<file path="src/rtl/inst_prefetch.sv">
// inst_prefetch: instruction fetch stage feeding the control unit.
// Issues word reads at a 7-bit fetch PC over the shared memory port (1-cycle
// read latency), buffers returned words with their PCs in a small FIFO and
// presents the head downstream over valid/ready. A redirect flushes buffered
// and in-flight fetches and restarts at the new PC.
// Optional feature: define INST_BYPASS_EN to forward a response straight to
// the outputs when the FIFO is empty (redirect-to-valid latency 2 instead of 3).
module inst_prefetch #(
  parameter int DEPTH  = 4,
  parameter int PC_W   = 7,
  parameter int DATA_W = 16
) (
  input  logic              clk,
  input  logic              rst_n,
  input  logic              mem_gnt,
  output logic              mem_re,
  output logic [PC_W:0]     mem_addr,
  input  logic [DATA_W-1:0] mem_rdata,
  input  logic              redirect,
  input  logic [PC_W-1:0]   redirect_pc,
  output logic [DATA_W-1:0] inst,
  output logic [PC_W-1:0]   inst_pc,
  output logic              inst_valid,
  input  logic              inst_ready
);
  localparam int AW = $clog2(DEPTH);
  localparam int CW = AW + 1;

  // Fetch-side state
  logic            r_run;       // low during and the cycle after reset, keeps mem_re quiet
  logic [PC_W-1:0] r_fpc;
  logic [PC_W-1:0] r_tag_pc;    // PC of the request whose data returns this cycle
  logic            r_inflight;

  // FIFO state
  logic [AW-1:0]   r_wptr;
  logic [AW-1:0]   r_rptr;
  logic [CW-1:0]   r_count;
  logic [DATA_W-1:0] w_ent_data [DEPTH];
  logic [PC_W-1:0]   w_ent_pc   [DEPTH];

  logic [CW:0] w_used;
  logic        w_accept;
  logic        w_empty;
  logic        w_resp;
  logic        w_bypass;
  logic        w_push;
  logic        w_pop;

  // Credit: buffered words plus the outstanding one must leave room for a new one,
  // so a response can always be stored without checking for full.
  assign w_used   = {1'b0, r_count} + {{CW{1'b0}}, r_inflight};
  assign mem_re   = r_run & ~redirect & (w_used < (CW+1)'(DEPTH));
  assign mem_addr = {r_fpc, 1'b0};
  assign w_accept = mem_re & mem_gnt;
  assign w_empty  = (r_count == '0);
  // A response coinciding with a redirect belongs to the old stream: drop it.
  assign w_resp   = r_inflight & ~redirect;
`ifdef INST_BYPASS_EN
  assign w_bypass = w_empty & w_resp;
`else
  assign w_bypass = 1'b0;
`endif
  // A bypassed word that is consumed immediately never enters the FIFO.
  assign w_push = w_resp & ~(w_bypass & inst_ready);
  assign w_pop  = ~w_empty & inst_ready & ~redirect;

  // Fetch PC, request tag and in-flight flag
  always_ff @(posedge clk or negedge rst_n) begin
    if (!rst_n) begin
      r_run      <= 1'b0;
      r_fpc      <= '0;
      r_tag_pc   <= '0;
      r_inflight <= 1'b0;
    end else begin
      r_run      <= 1'b1;
      r_inflight <= w_accept;
      if (w_accept) begin
        r_tag_pc <= r_fpc;
      end
      if (redirect) begin
        r_fpc <= redirect_pc;
      end else if (w_accept) begin
        r_fpc <= r_fpc + PC_W'(1);
      end
    end
  end

  // FIFO pointers and occupancy; redirect flushes everything
  always_ff @(posedge clk or negedge rst_n) begin
    if (!rst_n) begin
      r_wptr  <= '0;
      r_rptr  <= '0;
      r_count <= '0;
    end else if (redirect) begin
      r_wptr  <= '0;
      r_rptr  <= '0;
      r_count <= '0;
    end else begin
      if (w_push) r_wptr <= r_wptr + AW'(1);
      if (w_pop)  r_rptr <= r_rptr + AW'(1);
      case ({w_push, w_pop})
        2'b10:   r_count <= r_count + CW'(1);
        2'b01:   r_count <= r_count - CW'(1);
        default: r_count <= r_count;
      endcase
    end
  end

  // FIFO storage, one slot per generate iteration
  genvar gi;
  generate
    for (gi = 0; gi < DEPTH; gi++) begin : g_entry
      logic [DATA_W-1:0] r_data;
      logic [PC_W-1:0]   r_pc;
      // Capture the returning word when the write pointer selects this slot
      always_ff @(posedge clk or negedge rst_n) begin
        if (!rst_n) begin
          r_data <= '0;
          r_pc   <= '0;
        end else if (w_push && (r_wptr == AW'(gi))) begin
          r_data <= mem_rdata;
          r_pc   <= r_tag_pc;
        end
      end
      assign w_ent_data[gi] = r_data;
      assign w_ent_pc[gi]   = r_pc;
    end
  endgenerate

  // Head presentation: FIFO head when non-empty, else optional bypass, else zeros
  always_comb begin
    inst       = '0;
    inst_pc    = '0;
    inst_valid = 1'b0;
    if (!w_empty) begin
      inst       = w_ent_data[r_rptr];
      inst_pc    = w_ent_pc[r_rptr];
      inst_valid = 1'b1;
    end else if (w_bypass) begin
      inst       = mem_rdata;
      inst_pc    = r_tag_pc;
      inst_valid = 1'b1;
    end
  end

endmodule

</file>
<file path="config.mk">
export PLATFORM = sky130hd
export DESIGN_NAME = inst_prefetch
export DESIGN_NICKNAME = d
export VERILOG_FILES = /design/src/rtl/inst_prefetch.sv
export SDC_FILE = /design/constraint.sdc
export NUM_CORES = 1
export LEC_CHECK = 0
export CORE_MARGIN = 2
export CORE_UTILIZATION = 45
export CTS_CLUSTER_DIAMETER = 60
export CTS_CLUSTER_SIZE = 30
export DETAILED_ROUTE_END_ITERATION = 16
export GPL_TIMING_DRIVEN = 0
export PLACE_DENSITY = 0.66
export SYNTH_ARGS = -nofsm -noshare
export SYNTH_HDL_FRONTEND = slang
export SYNTH_SLANG_ARGS = --single-unit
</file>
<file path="constraint.sdc">
create_clock -name clk -period 3.35 [get_ports clk]
set_input_delay 0.5025 -clock clk [delete_from_list [all_inputs] [get_ports clk]]
set_output_delay 0.5025 -clock clk [all_outputs]
set_load 0.01 [all_outputs]
</file>
==> results of run 1 <==
[repair_timing]
action,4_1_cts,5_1_grt
endpoints found under the hold margin,3,0
resized for setup,0,2
setup endpoints to repair,0,7
hold buffers,1,0
[path summary, 6_finish.rpt]
kind                               startpoint                     to  depth (start not counted)
max                                 r_rptr[1]                inst[3]                          5
min                        g_entry[2].r_pc[4]     g_entry[2].r_pc[4]                          1
max reg2reg                        r_count[2]             r_count[2]                          6
min reg2reg                g_entry[2].r_pc[4]     g_entry[2].r_pc[4]                          1
max in group asynchronous               rst_n     g_entry[3].r_pc[3]                          3
min in group asynchronous               rst_n  g_entry[0].r_data[12]                          2
[sequential cells by signal, indices dropped and copies added (netlist names)]
| name | cells |
|---|---|
| r_rptr | 2 |
| g_entry.r_data | 64 |
| r_count | 3 |
| r_tag_pc | 7 |
| r_inflight | 1 |
| r_wptr | 2 |
| r_fpc | 7 |
| r_run | 1 |
| g_entry.r_pc | 28 |
[through the flow]
| stage | total power, W | hold WS (ns) |
|---|---|---|
| after global placement | 0.00259 | 0.483 |
| after detailed placement | 0.00262 | 0.419 |
| after global routing | 0.00479 | 0.511 |
| after CTS | 0.00464 | 0.501 |
| after floorplan | 0.00227 | 0.207 |
| final | 0.00460 | 0.498 |
[power breakdown]
| group | leakage, nW | switching, W | internal [W] |
|---|---|---|---|
| registers | 1.52 | 0.000145 | 0.00160 |
| logic | 1.27 | 0.000314 | 0.000537 |
| clock network | 0.318 | 0.000610 | 0.00139 |
[worst reg2reg max path, delay by kind of cell, from the launching register on]
| kind | cells | cell delay (ns) |
|---|---|---|
| AO/OA/AOI/OAI | 2 | 1.06 |
| adder cells (fa/ha/maj) | 1 | 0.46 |
| flip-flops | 1 | 0.44 |
| AND/OR/NAND/NOR | 3 | 0.42 |
[final cells by class]
| cell class | count | area [sq um] | share of cell area (%) |
|---|---|---|---|
| Inverter | 4 | 15.0 | 0.222 |
| Multi-Input combinational cell | 218 | 2300 | 33.9 |
| Sequential cell | 115 | 2880 | 42.5 |
| Tap cell | 143 | 179 | 2.64 |
| Clock buffer | 22 | 484 | 7.14 |
| Buffer | 22 | 118 | 1.74 |
| Clock inverter | 9 | 175 | 2.58 |
| Timing Repair Buffer | 61 | 629 | 9.29 |
[metal layers]
layer  wire length, microns  vias to the layer above  share of wire [%]
met5                      0                        -                  0
met4                     89                        0               0.83
met3                    411                        6                3.8
met2                   5290                       64                 49
met1                   4940                     1638                 46
li1                       -                     1455                  -
[cells in the final DEF, fill, tap and decap left out, types with 5 or more instances in the layout]
cell / Yosys / final
buf_2: 12 / 12
dfrtp_1: 115 / 115
clkdlybuf4s50_1: 0 / 58
clkbuf_1: 7 / 7
nor3_1: 6 / 6
and2_1: 23 / 23
nor2_1: 8 / 8
clkbuf_16: 0 / 17
ha_1: 5 / 5
mux4_2: 23 / 23
nand2_1: 13 / 13
bufinv_16: 0 / 5
mux2_2: 95 / 95
mux2_4: 7 / 7
xnor2_1: 6 / 6
[kinds of logic after synthesis]
kind of cell	count (synthesis)	share of synthesized area, %
and+or+nand+nor	64	6.48
other	2	0.141
DFF	115	54.2
xor gates and xnor gates	10	1.65
muxes	128	32.5
AOI/OAI and AO/OA	8	1.04
adders and majority gates	6	1.56
buffers and inverters	26	2.47
==> flow_metrics.env, run 1 <==
export IMPL_status="complete, no violations"
export IMPL_n_fill_cell=954
export IMPL_drc=0
export IMPL_overflow=0
export IMPL_setup_tns_ns=0
export IMPL_crit_buf_inv=3
export IMPL_crit_chain="clkbuf_1, clkbuf_1, mux4_2, and2_1, clkdlybuf4s50_1"
export IMPL_p_leak_nw=3.11
export IMPL_dp_worst_setup_slack_ns=0.493
export IMPL_start_util_pct=46.3
export IMPL_die_y_microns=113
export IMPL_cts_htree_levels=4
export IMPL_antenna_found_initial=0
export IMPL_fin_util_pct=59.1
export IMPL_synth_edf_count=0
export IMPL_setup_viol=0
export IMPL_vias=3163
export IMPL_fin_cells=594
export IMPL_numCtsBuffers=17
export IMPL_yosysSeqAreaShare_pct=54.2
export IMPL_netlist_instances=359
export IMPL_grt_busiest_layer="met2"
export IMPL_yosysMostFrequentCell="dfrtp_1"
export IMPL_cts_setup_buffers=0
export IMPL_power_density_nw_per_um2=678
export IMPL_path_delay_family="buffers and inverters"
export IMPL_synth_commonest_cells="dfrtp_1, mux2_2, and2_1, mux4_2, nand2_1"
export IMPL_worst_pin_slew_ns=0.886
export IMPL_cts_root_buf="clkbuf_16"
export IMPL_die_w_microns=113
export IMPL_grt_pass1_wl_microns=17400
export IMPL_worst_hold_path_type="reg -> reg"
export IMPL_met1_usage_pct=25.0
export IMPL_peakVddDrop_uv=425
export IMPL_drv_cap=0
export IMPL_port_buffer_count=59
export IMPL_grt_pass1_vias=3261
export IMPL_io_pins=61
export IMPL_maxSlewViolCount=0
export IMPL_ys_types=34
export IMPL_yosys_register_bits=115
export IMPL_grt_util_met2_pct=28.3
export IMPL_cp_slowest_stage_delay_ns=0.55
export IMPL_critPathLaunchType="flip-flop"
export IMPL_wirelength_microns=10700
export IMPL_clock_sinks=115
export IMPL_finClkSkew_ns=0.0142
export IMPL_place_area_sq_um=6110
export IMPL_ff2ff_setup_slack_ns=0.87
export IMPL_cts_tree="done"
export IMPL_finalHoldViolCount=0
export IMPL_gp_congestion=0.779
export IMPL_cpMostUsedCell="clkbuf_1"
export IMPL_syn_area_per_cell_sq_um=14.8
export IMPL_syn_cell_area_sq_um=5310
export IMPL_dp_cells=562
export IMPL_dp_final_hpwl_microns=7110
export IMPL_clk_latency_ns=0.41
export IMPL_grt_util_all_layers_pct=18.2
export IMPL_num_nets_final=473
export IMPL_wl_per_cell_microns=18.1
export IMPL_drive_gt1_share_pct=38.6
export IMPL_n_antenna_cell=0
export IMPL_drtPass1Iterations=4
export IMPL_cp_data_arrival_time_ns=2.73
export IMPL_max_freq_ghz=0.309
export IMPL_ctsLongestPathBuffers=2
export IMPL_syn_num_nets=393
export IMPL_synth_area_leader_cell="dfrtp_1"
export IMPL_first_iter_violations=189
export IMPL_yosysTopAreaCellShare_pct=54.2
export IMPL_grt_max_degree=81
export IMPL_rsz0062_at_grt="false"
export IMPL_rows=39
export IMPL_fin_crit_sh_pct=96.5
export IMPL_postLayoutSetupSlackWorst_ns=0.116
export IMPL_area_growth_pct=27.7
export IMPL_cpMaxStageDelayCell="clkbuf_1"
export IMPL_clk_pin_slew_ns=0.05
export IMPL_die_area_sq_um=12700
export IMPL_synth_flop_cell="dfrtp_1"
export IMPL_slew_headroom_pct=40.4
export IMPL_finish_instance_area_sq_um=6780
export IMPL_crit_path_end_kind="output port"
export IMPL_viasPerCell=5.32
export IMPL_final_min_clock_period_ns=3.23
export IMPL_required_ns=2.85
export IMPL_worstPathMaxFanout=10
export IMPL_yosysWarningCount=0
export IMPL_antenna_left=0
export IMPL_core_area_sq_um=11500
export IMPL_grtUsageMet3_pct=5.83
export IMPL_worstSetupPathType="reg -> out"
export IMPL_synthArstFlopShare_pct=100
export IMPL_yosys_top_cells_area="dfrtp_1, mux2_2, mux4_2"
Power figures use the tool's default switching activity.
==> run 2, diff against run 1 <==
--- a/config.mk
+++ b/config.mk
@@ -5,7 +5,7 @@
 export SDC_FILE = /design/constraint.sdc
 export NUM_CORES = 1
 export LEC_CHECK = 0
-export CORE_MARGIN = 2
+export CORE_MARGIN = 3
 export CORE_UTILIZATION = 45
 export CTS_CLUSTER_DIAMETER = 60
 export CTS_CLUSTER_SIZE = 30
==> run 2 against run 1 <==
  * Critical path depth unchanged
  * Design area down 1.6%
  * Wire length is 2.2% lower
  * Global-route usage is 0.70 points lower
  * Clock power fell by 15%
  * Sequential share of layout area increased by 0.67 points
  * Flip-flop and latch count is the same
  * First-iteration DRC count down 5.8%
  * Sequential power hardly changed
  * Die area is 3.6% higher
  * Setup slack got worse by 0.019 ns
  * Count of clock-buffer cells in the layout up 7
  * Highest routed layer unchanged
==> flow_metrics.env, run 2 (synthesis gave the netlist of run 1 again) <==
export IMPL_final_seq_area_sq_um=2880
export IMPL_cp_data_arrival_time_ns=2.75
export IMPL_clk_latency_ns=0.41
export IMPL_worst_pin_slew_ns=0.807
export IMPL_maxSlewViolCount=0
export IMPL_status="complete, no violations"
export IMPL_power_density_nw_per_um2=640
export IMPL_top_register="g_entry.r_data"
export IMPL_antenna_found_initial=0
export IMPL_grt_max_degree=60
export IMPL_worstPathMaxFanout=10
export IMPL_peakVddDrop_uv=379
export IMPL_n_fill_cell=932
export IMPL_p_switching_w=0.00104
export IMPL_die_w_microns=115
export IMPL_slew_headroom_pct=45.7
export IMPL_viasPerCell=5.39
export IMPL_multi_input_area_sq_um=2300
export IMPL_wl_per_cell_microns=17.7
export IMPL_gp_congestion=0.788
export IMPL_reg_top3="g_entry.r_data (64), g_entry.r_pc (28)"
export IMPL_largest_reg_flops=64
export IMPL_power_frac_comb_pct=19.8
export IMPL_ctsLongestPathBuffers=2
export IMPL_mostFrequentLayoutCells="dfrtp_1, mux2_2, clkdlybuf4s50_1"
export IMPL_switching_share_pct=24.2
export IMPL_finClkSkew_ns=0.00643
export IMPL_finalHoldViolCount=0
export IMPL_final_min_clock_period_ns=3.25
export IMPL_die_area_sq_um=13100
export IMPL_clock_sinks=115
export IMPL_first_iter_violations=178
export IMPL_area_growth_pct=25.7
export IMPL_cts_root_buf="clkbuf_16"
export IMPL_seqPwrFrac_pct=40.7
export IMPL_p_int_w=0.00324
export IMPL_worst_hold_path_type="in -> async"
export IMPL_setup_viol=0
export IMPL_n_antenna_cell=0
export IMPL_clk_pin_slew_ns=0.05
export IMPL_numCtsBuffers=17
export IMPL_wirelength_microns=10500
export IMPL_antenna_left=0
export IMPL_start_util_pct=46.3
export IMPL_critPathLaunchType="flip-flop"
export IMPL_die_y_microns=115
export IMPL_max_freq_ghz=0.307
export IMPL_core_area_sq_um=11500
export IMPL_grt_pass1_vias=3325
export IMPL_clkPwrFrac_pct=39.5
export IMPL_port_buffer_count=59
export IMPL_drc=0
export IMPL_p_leak_nw=3.06
export IMPL_postLayoutSetupSlackWorst_ns=0.0970
export IMPL_power_w=0.00427
export IMPL_dp_worst_setup_slack_ns=0.483
export IMPL_required_ns=2.85
export IMPL_worstSetupPathType="reg -> out"
export IMPL_cts_tree="done"
export IMPL_final_common_cell="dfrtp_1"
export IMPL_cts_htree_levels=4
export IMPL_grt_pass1_wl_microns=17300
export IMPL_num_nets_final=472
export IMPL_dp_final_hpwl_microns=7000
export IMPL_grt_util_all_layers_pct=17.5
export IMPL_io_pins=61
export IMPL_vias=3202
export IMPL_crit_path_end_kind="output port"
export IMPL_rows=39
export IMPL_overflow=0
export IMPL_drv_cap=0
export IMPL_drtPass1Iterations=4
export IMPL_fin_crit_sh_pct=97.1
export IMPL_drive_gt1_share_pct=37.9
export IMPL_cts_hold_buffers=0
export IMPL_rsz0062_at_grt="true"
## run 2: worst paths after layout
check                      cells after the start                   from               endpoint  slack (ns)
setup / recovery                               5              r_rptr[1]               inst[11]         0.1
max in group asynchronous                      2                  rst_n     g_entry[2].r_pc[3]        2.63
hold reg to reg                                1  g_entry[2].r_data[11]  g_entry[2].r_data[11]        0.50
min in group clk                               1  g_entry[2].r_data[11]  g_entry[2].r_data[11]        0.50
setup reg to reg                               6             r_count[2]             r_count[2]        0.96
hold / removal                                 1                  rst_n  g_entry[0].r_data[10]        0.05
## run 2: what timing repair did
| item | 4_1_cts | 5_1_grt |
|---|---|---|
| setup endpoints to repair | 0 | 5 |
| resized for setup | 0 | 1 |
| hold endpoints to repair | 0 | 0 |
| buffers inserted | 0 | 0 |
## run 2: through the flow
step	hold slack (ns)	area (sq um)	setup TNS (ns)	std cells	util, %
2_1_floorplan	0.207	5310	0	359	-
3_3_place_gp	0.482	6080	-297.73	561	53.0
3_5_place_dp	0.488	6110	0	562	53.3
4_1_cts	0.0692	6670	0	594	58.2
5_1_grt	0.0890	6670	-0.00984	594	58.2
6_report	0.0511	6670	0	594	58.2
## run 2: area by class of cell
cell class / instances / area share, %
inverters: 4 / 0.225
well taps: 143 / 2.68
clock buffers: 29 / 8.25
plain buffers: 22 / 1.74
repair buffers: 60 / 9.28
multi-input cells: 218 / 34.5
flip-flops and latches: 115 / 43.1
clock inverters: 3 / 0.225
## run 2: worst max-delay path, stage by stage, from the launching register on
cell,delay (ns)
dfrtp_1,0.31
clkbuf_1,0.36
buf_1,0.60
mux4_2,0.40
and2_1,0.18
clkdlybuf4s50_1,0.49
## run 2: metal layers
metal | GRT usage [%] | share of wire (%)
met4 | 5.23 | 1.2
met2 | 28.3 | 50
met5 | 0 | 0
met3 | 5.87 | 4.6
met1 | 22.6 | 44
## run 2: power groups by stage
stage                     registers [W]  clock network (W)  logic [W]
after floorplan                 0.00172                  0   0.000551
after CTS                       0.00174            0.00172   0.000864
final                           0.00174            0.00169   0.000846
after detailed placement        0.00176                  0   0.000860
after global placement          0.00175                  0   0.000838
after global routing            0.00177            0.00179   0.000923
==> run 3, diff against run 2 <==
--- a/config.mk
+++ b/config.mk
@@ -8,7 +8,7 @@
 export CORE_MARGIN = 3
 export CORE_UTILIZATION = 45
 export CTS_CLUSTER_DIAMETER = 60
-export CTS_CLUSTER_SIZE = 30
+export CTS_CLUSTER_SIZE = 12
 export DETAILED_ROUTE_END_ITERATION = 16
 export GPL_TIMING_DRIVEN = 0
 export PLACE_DENSITY = 0.66
==> results of run 3 <==
Same layout as run 2: the final DEF is identical, and so are final timing and power.
